[config.mk]
export PLATFORM = sky130hd
export DESIGN_NAME = mic_sample_capture
export DESIGN_NICKNAME = d
export VERILOG_FILES = /design/src/rtl/mic_sample_capture.sv
export SDC_FILE = /design/constraint.sdc
export NUM_CORES = 1
export LEC_CHECK = 0
export BUFFER_PORTS_ARGS = -buffer_cell sky130_fd_sc_hd__clkbuf_2
export CAP_MARGIN = 20
export CORE_ASPECT_RATIO = 0.75
export CORE_UTILIZATION = 39
export CTS_CLUSTER_SIZE = 40
export DETAILED_ROUTE_END_ITERATION = 7
export PLACE_DENSITY = 0.61
export SLEW_MARGIN = 10
export SYNTH_ARGS = -nofsm -noshare
export SYNTH_HDL_FRONTEND = slang
export SYNTH_SLANG_ARGS = --single-unit
export TNS_END_PERCENT = 20
[constraint.sdc]
create_clock -name clk -period 2.6 [get_ports clk]
set_clock_uncertainty 0.15 [all_clocks]
set_input_delay 0.13 -clock clk [delete_from_list [all_inputs] [get_ports clk]]
set_output_delay 0.13 -clock clk [all_outputs]
set_load 0.01 [all_outputs]
[src/rtl/mic_sample_capture.sv]
// Pmod MIC3 (ADCS7476-style) capture front end: one 16-SCLK conversion per
// sample period, 12-bit result plus 10-bit wave_sample and a sample-rate clock.
module mic_sample_capture #(
   parameter int unsigned SCLK_HALF  = 50,
   parameter int unsigned SAMPLE_DIV = 5000
) (
   input  logic        clk,
   input  logic        rst_n,
   input  logic        J_MIC_MISO,
   output logic        J_MIC_SCLK,
   output logic        J_MIC_CS_N,
   output logic [11:0] raw_sample,
   output logic [9:0]  wave_sample,
   output logic        sample_valid,
   output logic        clk_sample
);

   localparam int unsigned SCW = (SAMPLE_DIV > 1) ? $clog2(SAMPLE_DIV) : 1;
   localparam int unsigned HCW = $clog2(SCLK_HALF + 1);

   typedef enum logic [1:0] {IDLE, SETUP, SHIFT, DONE} state_t;

   state_t            state, state_nx;
   logic [SCW-1:0]    scnt, scnt_nx;
   logic [HCW-1:0]    hcnt, hcnt_nx;
   logic [4:0]        bit_cnt, bit_cnt_nx;
   logic [15:0]       shift, shift_nx;
   logic              cs_n_nx, sclk_nx, valid_nx;
   logic [11:0]       raw_nx;
   logic [9:0]        wave_nx;
   logic              half_end;

   // Sample-period counter free-runs regardless of conversion progress.
   always_comb begin
      scnt_nx = scnt + SCW'(1);
      if (scnt == SCW'(SAMPLE_DIV - 1)) scnt_nx = '0;
   end

   always_ff @(posedge clk or negedge rst_n) begin
      if (!rst_n) begin
         scnt       <= '0;
         clk_sample <= 1'b0;
      end else begin
         scnt       <= scnt_nx;
         clk_sample <= (scnt_nx >= SCW'(SAMPLE_DIV / 2));
      end
   end

   assign half_end = (hcnt == HCW'(SCLK_HALF - 1));

   always_comb begin
      state_nx   = state;
      hcnt_nx    = hcnt;
      bit_cnt_nx = bit_cnt;
      shift_nx   = shift;
      cs_n_nx    = J_MIC_CS_N;
      sclk_nx    = J_MIC_SCLK;
      valid_nx   = 1'b0;
      raw_nx     = raw_sample;
      wave_nx    = wave_sample;
      unique case (state)
         IDLE: begin
            cs_n_nx = 1'b1;
            sclk_nx = 1'b1;
            if (scnt == '0) begin
               state_nx = SETUP;
               cs_n_nx  = 1'b0;
               hcnt_nx  = '0;
            end
         end
         SETUP: begin
            if (half_end) begin
               state_nx   = SHIFT;
               sclk_nx    = 1'b0;
               hcnt_nx    = '0;
               bit_cnt_nx = '0;
            end else begin
               hcnt_nx = hcnt + HCW'(1);
            end
         end
         SHIFT: begin
            if (half_end) begin
               hcnt_nx = '0;
               // 16 bits in and SCLK already high: the 32nd half-period just ended.
               if (bit_cnt == 5'd16 && J_MIC_SCLK) begin
                  state_nx = DONE;
               end else begin
                  sclk_nx = ~J_MIC_SCLK;
                  if (!J_MIC_SCLK) begin
                     shift_nx   = {shift[14:0], J_MIC_MISO};
                     bit_cnt_nx = bit_cnt + 5'd1;
                  end
               end
            end else begin
               hcnt_nx = hcnt + HCW'(1);
            end
         end
         DONE: begin
            state_nx = IDLE;
            cs_n_nx  = 1'b1;
            sclk_nx  = 1'b1;
            valid_nx = 1'b1;
            raw_nx   = shift[11:0];
            wave_nx  = shift[11:2];
         end
         default: state_nx = IDLE;
      endcase
   end

   always_ff @(posedge clk or negedge rst_n) begin
      if (!rst_n) begin
         state        <= IDLE;
         hcnt         <= '0;
         bit_cnt      <= '0;
         shift        <= '0;
         J_MIC_CS_N   <= 1'b1;
         J_MIC_SCLK   <= 1'b1;
         sample_valid <= 1'b0;
         raw_sample   <= '0;
         wave_sample  <= '0;
      end else begin
         state        <= state_nx;
         hcnt         <= hcnt_nx;
         bit_cnt      <= bit_cnt_nx;
         shift        <= shift_nx;
         J_MIC_CS_N   <= cs_n_nx;
         J_MIC_SCLK   <= sclk_nx;
         sample_valid <= valid_nx;
         raw_sample   <= raw_nx;
         wave_sample  <= wave_nx;
      end
   end

endmodule
Word level (Yosys, flattened, before mapping)
Cells that the tools add are included.
{"block": "word_totals", "reg_bits": 64, "out_inout_bits": 26, "wordCells": 63}
{"block": "classes", "n_addsub": 3, "order_cmp": 1, "n_eq_ne": 12, "muxes": 21, "bitwise_logic": 2, "reduce_logical": 13}
{"operator": "$mux W5", "count": 4}
{"operator": "$add A13 B1 Y13 const B", "count": 1}
{"operator": "$eq A13 B13 Y1 const B", "count": 1}
{"operator": "$ge A13 B12 Y1 const B", "count": 1}
{"operator": "$logic_not A13 Y1", "count": 1}
{"operator": "$mux W13", "count": 1}
{"operator": "$mux W6", "count": 2}
{"operator": "$ne A2 B2 Y1 const B", "count": 6}
{"operator": "$pmux W6 S2", "count": 1}
{"operator": "$pmux W5 S2", "count": 1}
{"operator": "$mux W2", "count": 4}
{"operator": "$pmux W2 S4", "count": 1}
{"operator": "$reduce_and A4 Y1", "count": 2}
{"operator": "$add A6 B1 Y6 const B", "count": 1}
{"operator": "$eq A6 B6 Y1 const B", "count": 1}
{"operator": "$reduce_bool A2 Y1", "count": 3}
{"operator": "$add A5 B1 Y5 const B", "count": 1}
{"operator": "$eq A5 B5 Y1 const B", "count": 1}
{"operator": "$mux W1", "count": 5}
{"operator": "$reduce_and A5 Y1", "count": 1}
{"operator": "$eq A2 B2 Y1 const B", "count": 2}
{"operator": "$reduce_or A2 Y1", "count": 2}
{"operator": "$pmux W1 S3", "count": 1}
{"operator": "$reduce_and A3 Y1", "count": 1}
{"operator": "6 further kinds", "count": 7}

Depth between registers and ports, before layout
{"block": "logic_depth", "ltp_word": 5, "depth_mapped": 8, "mapped_depth_nobuf": 7}

Worst setup path after synthesis
No wires, ideal clock.
{"block": "synth_timing", "kind": "flip-flop to flip-flop", "startpoint": "register hcnt[1]", "endpoint": "register shift[0]", "setup_time_ns": 0.125, "arrival_ns": 1.848, "slack_ns": 0.477, "stages_incl_launch_ff": 8, "synth_period_minus_slack_ns": 2.123, "path_cell_list": "dfrtp_1 -> inv_1 -> ha_1 -> nand4b_1 -> or2_2 -> nor2_1 -> buf_4 -> mux2_2"}
{"block": "synth_between", "elab_chain_cells": 2}
{"item": "start: declaration", "line": "25", "rtl": "logic [HCW-1:0] hcnt, hcnt_nx;"}
{"item": "start signal: assignment", "line": "123", "rtl": "hcnt <= hcnt_nx;"}
{"item": "$eq A6 B6 Y1", "line": "49", "rtl": "assign half_end = (hcnt == HCW'(SCLK_HALF - 1));"}
{"item": "$reduce_and A4 Y1 (no line)"}
{"item": "end signal: assignment", "line": "125", "rtl": "shift <= shift_nx;"}
{"item": "end: declaration", "line": "27", "rtl": "logic [15:0] shift, shift_nx;"}
No other way between the ends.
A chain may end at the register's enable or synchronous reset.

Worst setup path after layout
{"block": "layout_timing", "startpoint": "register state[0]", "endpoint": "register bit_cnt[4]"}
{"block": "layout_between", "elab_chain_cells": 3}
{"item": "start: declaration", "line": "23", "rtl": "state_t state, state_nx;"}
{"item": "start signal: assignment", "line": "122", "rtl": "state <= state_nx;"}
{"item": "$eq A2 B2 Y1 / $eq A2 B1 Y1 (equally long branches)", "line": "61", "rtl": "unique case (state)"}
{"item": "$ne A2 B2 Y1 (no line) / $reduce_bool A2 Y1 (equally long branches)"}
{"item": "$reduce_and A5 Y1 (no line)"}
{"item": "end signal: assignment", "line": "124", "rtl": "bit_cnt <= bit_cnt_nx;"}
{"item": "end: declaration", "line": "26", "rtl": "logic [4:0] bit_cnt, bit_cnt_nx;"}
Several ways; a longest one is shown, not always the timed one.

==> flow_summary.yaml <==
critical_path:
  critical_path.max_stage_delay_ps: 560
  crit_path_end: "bit_cnt[4]$_DFFE_PN0P_"
  crit_path_end_kind: "register"
  rrSetupSlack_ps: 440
  crit_type: "register to register"
  cp-startpoint: "state[0]$_DFFE_PN0P_"
  reg2reg_depth: 7
  regToRegStartpoint: "state[0]$_DFFE_PN0P_"
  crit_cells: 7
  crit_arrival_ps: 2250
  reg2reg_to: "bit_cnt[4]$_DFFE_PN0P_"
  cp_slowest_cell: "a211oi_1"
  cp.buffers_inverters: 1
  cp.required_ps: 2690
  worst_path_dominant_cell_family: "compound AO/OA/AOI/OAI gates"
  critical_path.max_fanout: 6
  worstPathCellList: "inv_1 -> ha_1 -> nand2b_1 -> a211oi_1 -> nand4_1 -> xor2_1 -> a21oi_1"
  startpoint_type: "register"
route:
  drt_wl_total_um: 4760
  vias: 1784
  detail-route-antenna-nets: 0
  via_per_inst: 5.19
  drtIter0Drc: 56
  wire_per_inst_um: 13.8
  drc: 0
  dr.pass1.iters: 4
timing:
  max-slew-margin-rel_pct: 56.5
  setup_violations: 0
  hold_viol: 0
  drv_slew: 0
  min_period_over_period_pct: 83.0
  period_needed_ps: 2160
  rsz0062_at_grt: "false"
  clock.fmax_ghz: 0.463
  whs_ps: 186
  setup_tns_ps: 0
  tightestPinTransition_ps: 653
clock_network:
  clkTransAtPathRegs_ps: 110
  cts_buffers: 5
  cts_sinks: 54
  htree_levels: 2
  cts_root_buf: "clkbuf_8"
  clock_latency_ps: 310
  ctsResizeCount: 0
  cts_buffer_depth: 2
  cts_tree: "built"
pwr:
  p_comb_share_pct: 1.5
  seqPwrFrac_pct: 61.5
  clkPwrFrac_pct: 37.0
  power_density_nw_per_um2: 464
  p_int_mw: 1.05
  leakagePower_nw: 1.39
  p_switching_uw: 320
  sw_frac_of_total_pct: 23.4
  ir_drop_v: 0.000258
synth:
  avgSynthCellArea_sq_um: 11.5
  ys_ff_latch: 54
  synthTopCellsByArea: "dfrtp_1, mux2_2, ha_1"
  synth_area_sq_um: 2750
  yosysSeqAreaShare_pct: 49.2
  syn_inst: 240
  synth_compound_area_share_pct: 9.38
  synth_fp_nets: 253
  synth_top_area_share_pct: 47.3
  netlist-cell-type-count: 48
  synthAdderAreaFrac_pct: 4.55
  synth.area.mux_share_pct: 11.0
  synth_top_family_by_area: "simple AND/OR/NAND/NOR gates"
  synthSimpleGateAreaFrac_pct: 14.3
  synth_edf_count: 0
  yosysTopAreaCell: "dfrtp_1"
  async_reset_ff_share_pct: 100
  synthFlopType: "dfrtp_1"
  synth-warning-count: 0
  yosys.area_share.xor_xnor_pct: 3.50
global_routing:
  grt_pass1_vias: 1637
  grtUsageTotal_pct: 14.0
  antenna_found_initial: 0
  grt-ovfl-total: 0
  grt_max_degree: 34
  grt_first_pass_wirelength_um: 7970
layout:
  areaGrowthSynthToFinish_pct: 6.96
  nets: 272
  drive_above_1_share_pct: 28.5
  mostFrequentLayoutCell: "dfrtp_1"
  antenna_cells: 0
  fill_cells: 641
  final_cell_mix: "dfrtp_1, clkbuf_2, mux2_2"
worst_hold_path:
  hold_class: "input pin to asynchronous set/reset pin"
floorplanning:
  ios: 29
  rows: 26
  initial_core_util_pct: 40.4
  fp.dieW_um: 98.9
  dieArea_sq_um: 7390
  coreArea_sq_um: 6800
  dieHeight_um: 74.7
place:
  port_buffers: 28
  dp_hpwl_um: 3360
  gp_congestion: 0.842
job:
  drv_cap: 0
status:
  outcome: "finished clean"
## stage by stage
| step | total power [mW] | cell area (sq um) | std cells | util [%] | setup WS (ps) |
|---|---|---|---|---|---|
| after floorplan | 0.856 | 2750 | 240 | - | 477 |
| after global placement | 0.876 | 2820 | 334 | 41.5 | 502 |
| after detailed placement | 0.876 | 2820 | 334 | 41.5 | 475 |
| after CTS | 1.39 | 2940 | 344 | 43.2 | 455 |
| after global routing | 1.42 | 2940 | 344 | 43.2 | 240 |
| final | 1.37 | 2940 | 344 | 43.2 | 442 |
## power groups by stage
stage | registers, mW | clock network, mW | logic (mW)
final | 0.839 | 0.505 | 0.0206
after global routing | 0.840 | 0.557 | 0.0251
after CTS | 0.840 | 0.533 | 0.0223
after detailed placement | 0.856 | 0 | 0.0200
after global placement | 0.856 | 0 | 0.0198
after floorplan | 0.856 | 0 | 0.0000133
## synth_stat cells (2+ instances only)
cell type,count
a21oi_1,12
and3_1,4
buf_4,12
clkbuf_1,2
clkbuf_8,3
dfrtp_1,52
dfstp_2,2
ha_1,10
inv_1,9
mux2_2,25
mux2i_1,2
nand2_1,9
nand2b_1,4
nand3_1,7
nand4_1,7
nand4b_1,3
nor2_1,12
nor2b_1,3
nor3_1,5
nor4_1,2
o21ai_0,14
o31ai_1,4
or2_2,2
or4_1,2
xnor2_1,6
xor2_1,5
## what timing repair did
action / in CTS / in global routing
setup buffers: 0 / 0
hold buffers: 2 / 0
endpoints found under the setup margin: 0 / 0
endpoints found under the hold margin: 20 / 0
## cells by family after synthesis
family,count (synthesis)
simple gates,68
flops,54
compound gates,41
buf+inv,29
mux,27
xor+xnor,11
fa+ha+maj,10
## flip-flops by register name, summed over array words and instances, names as in the netlist
name          count
sample_valid      1
clk_sample        1
shift            12
J_MIC_CS_N        1
raw_sample       12
hcnt              6
scnt             13
J_MIC_SCLK        1
state             2
bit_cnt           5
## worst register-to-register path, delay by kind of cell, from the launching register on
family / cells / cell delay, ps
compound gates: 2 / 660
flops: 1 / 390
simple gates: 2 / 360
fa+ha+maj: 1 / 270
xor+xnor: 1 / 170
buf+inv: 1 / 80
## cell type report
class / count / area [sq um] / share of cell area [%]
tap: 84 / 105 / 3.57
sequential: 54 / 1350 / 46.0
clock buffer: 5 / 68.8 / 2.34
multi-input combinational: 157 / 1170 / 40.0
timing repair buffer: 32 / 175 / 5.96
clock inverter: 3 / 28.8 / 0.979
inverter: 9 / 33.8 / 1.15
## layer usage
layer,GRT usage (%),vias up,part of all wire (%)
met1,20.0,867,53
met2,20.5,22,42
met3,3.25,5,2.9
met5,0,-,0
li1,-,890,-
met4,5.97,0,1.6
## worst min path at each step
stage	start	endpoint	depth (start not counted)
after floorplan	rst_n	bit_cnt[0]$_DFFE_PN0P_	0
after global placement	rst_n	hcnt[2]$_DFFE_PN0P_	1
after detailed placement	rst_n	hcnt[2]$_DFFE_PN0P_	1
after CTS	rst_n	hcnt[2]$_DFFE_PN0P_	2
after global routing	rst_n	hcnt[2]$_DFFE_PN0P_	2
final	rst_n	hcnt[2]$_DFFE_PN0P_	2
Power figures use the tool's default switching activity.
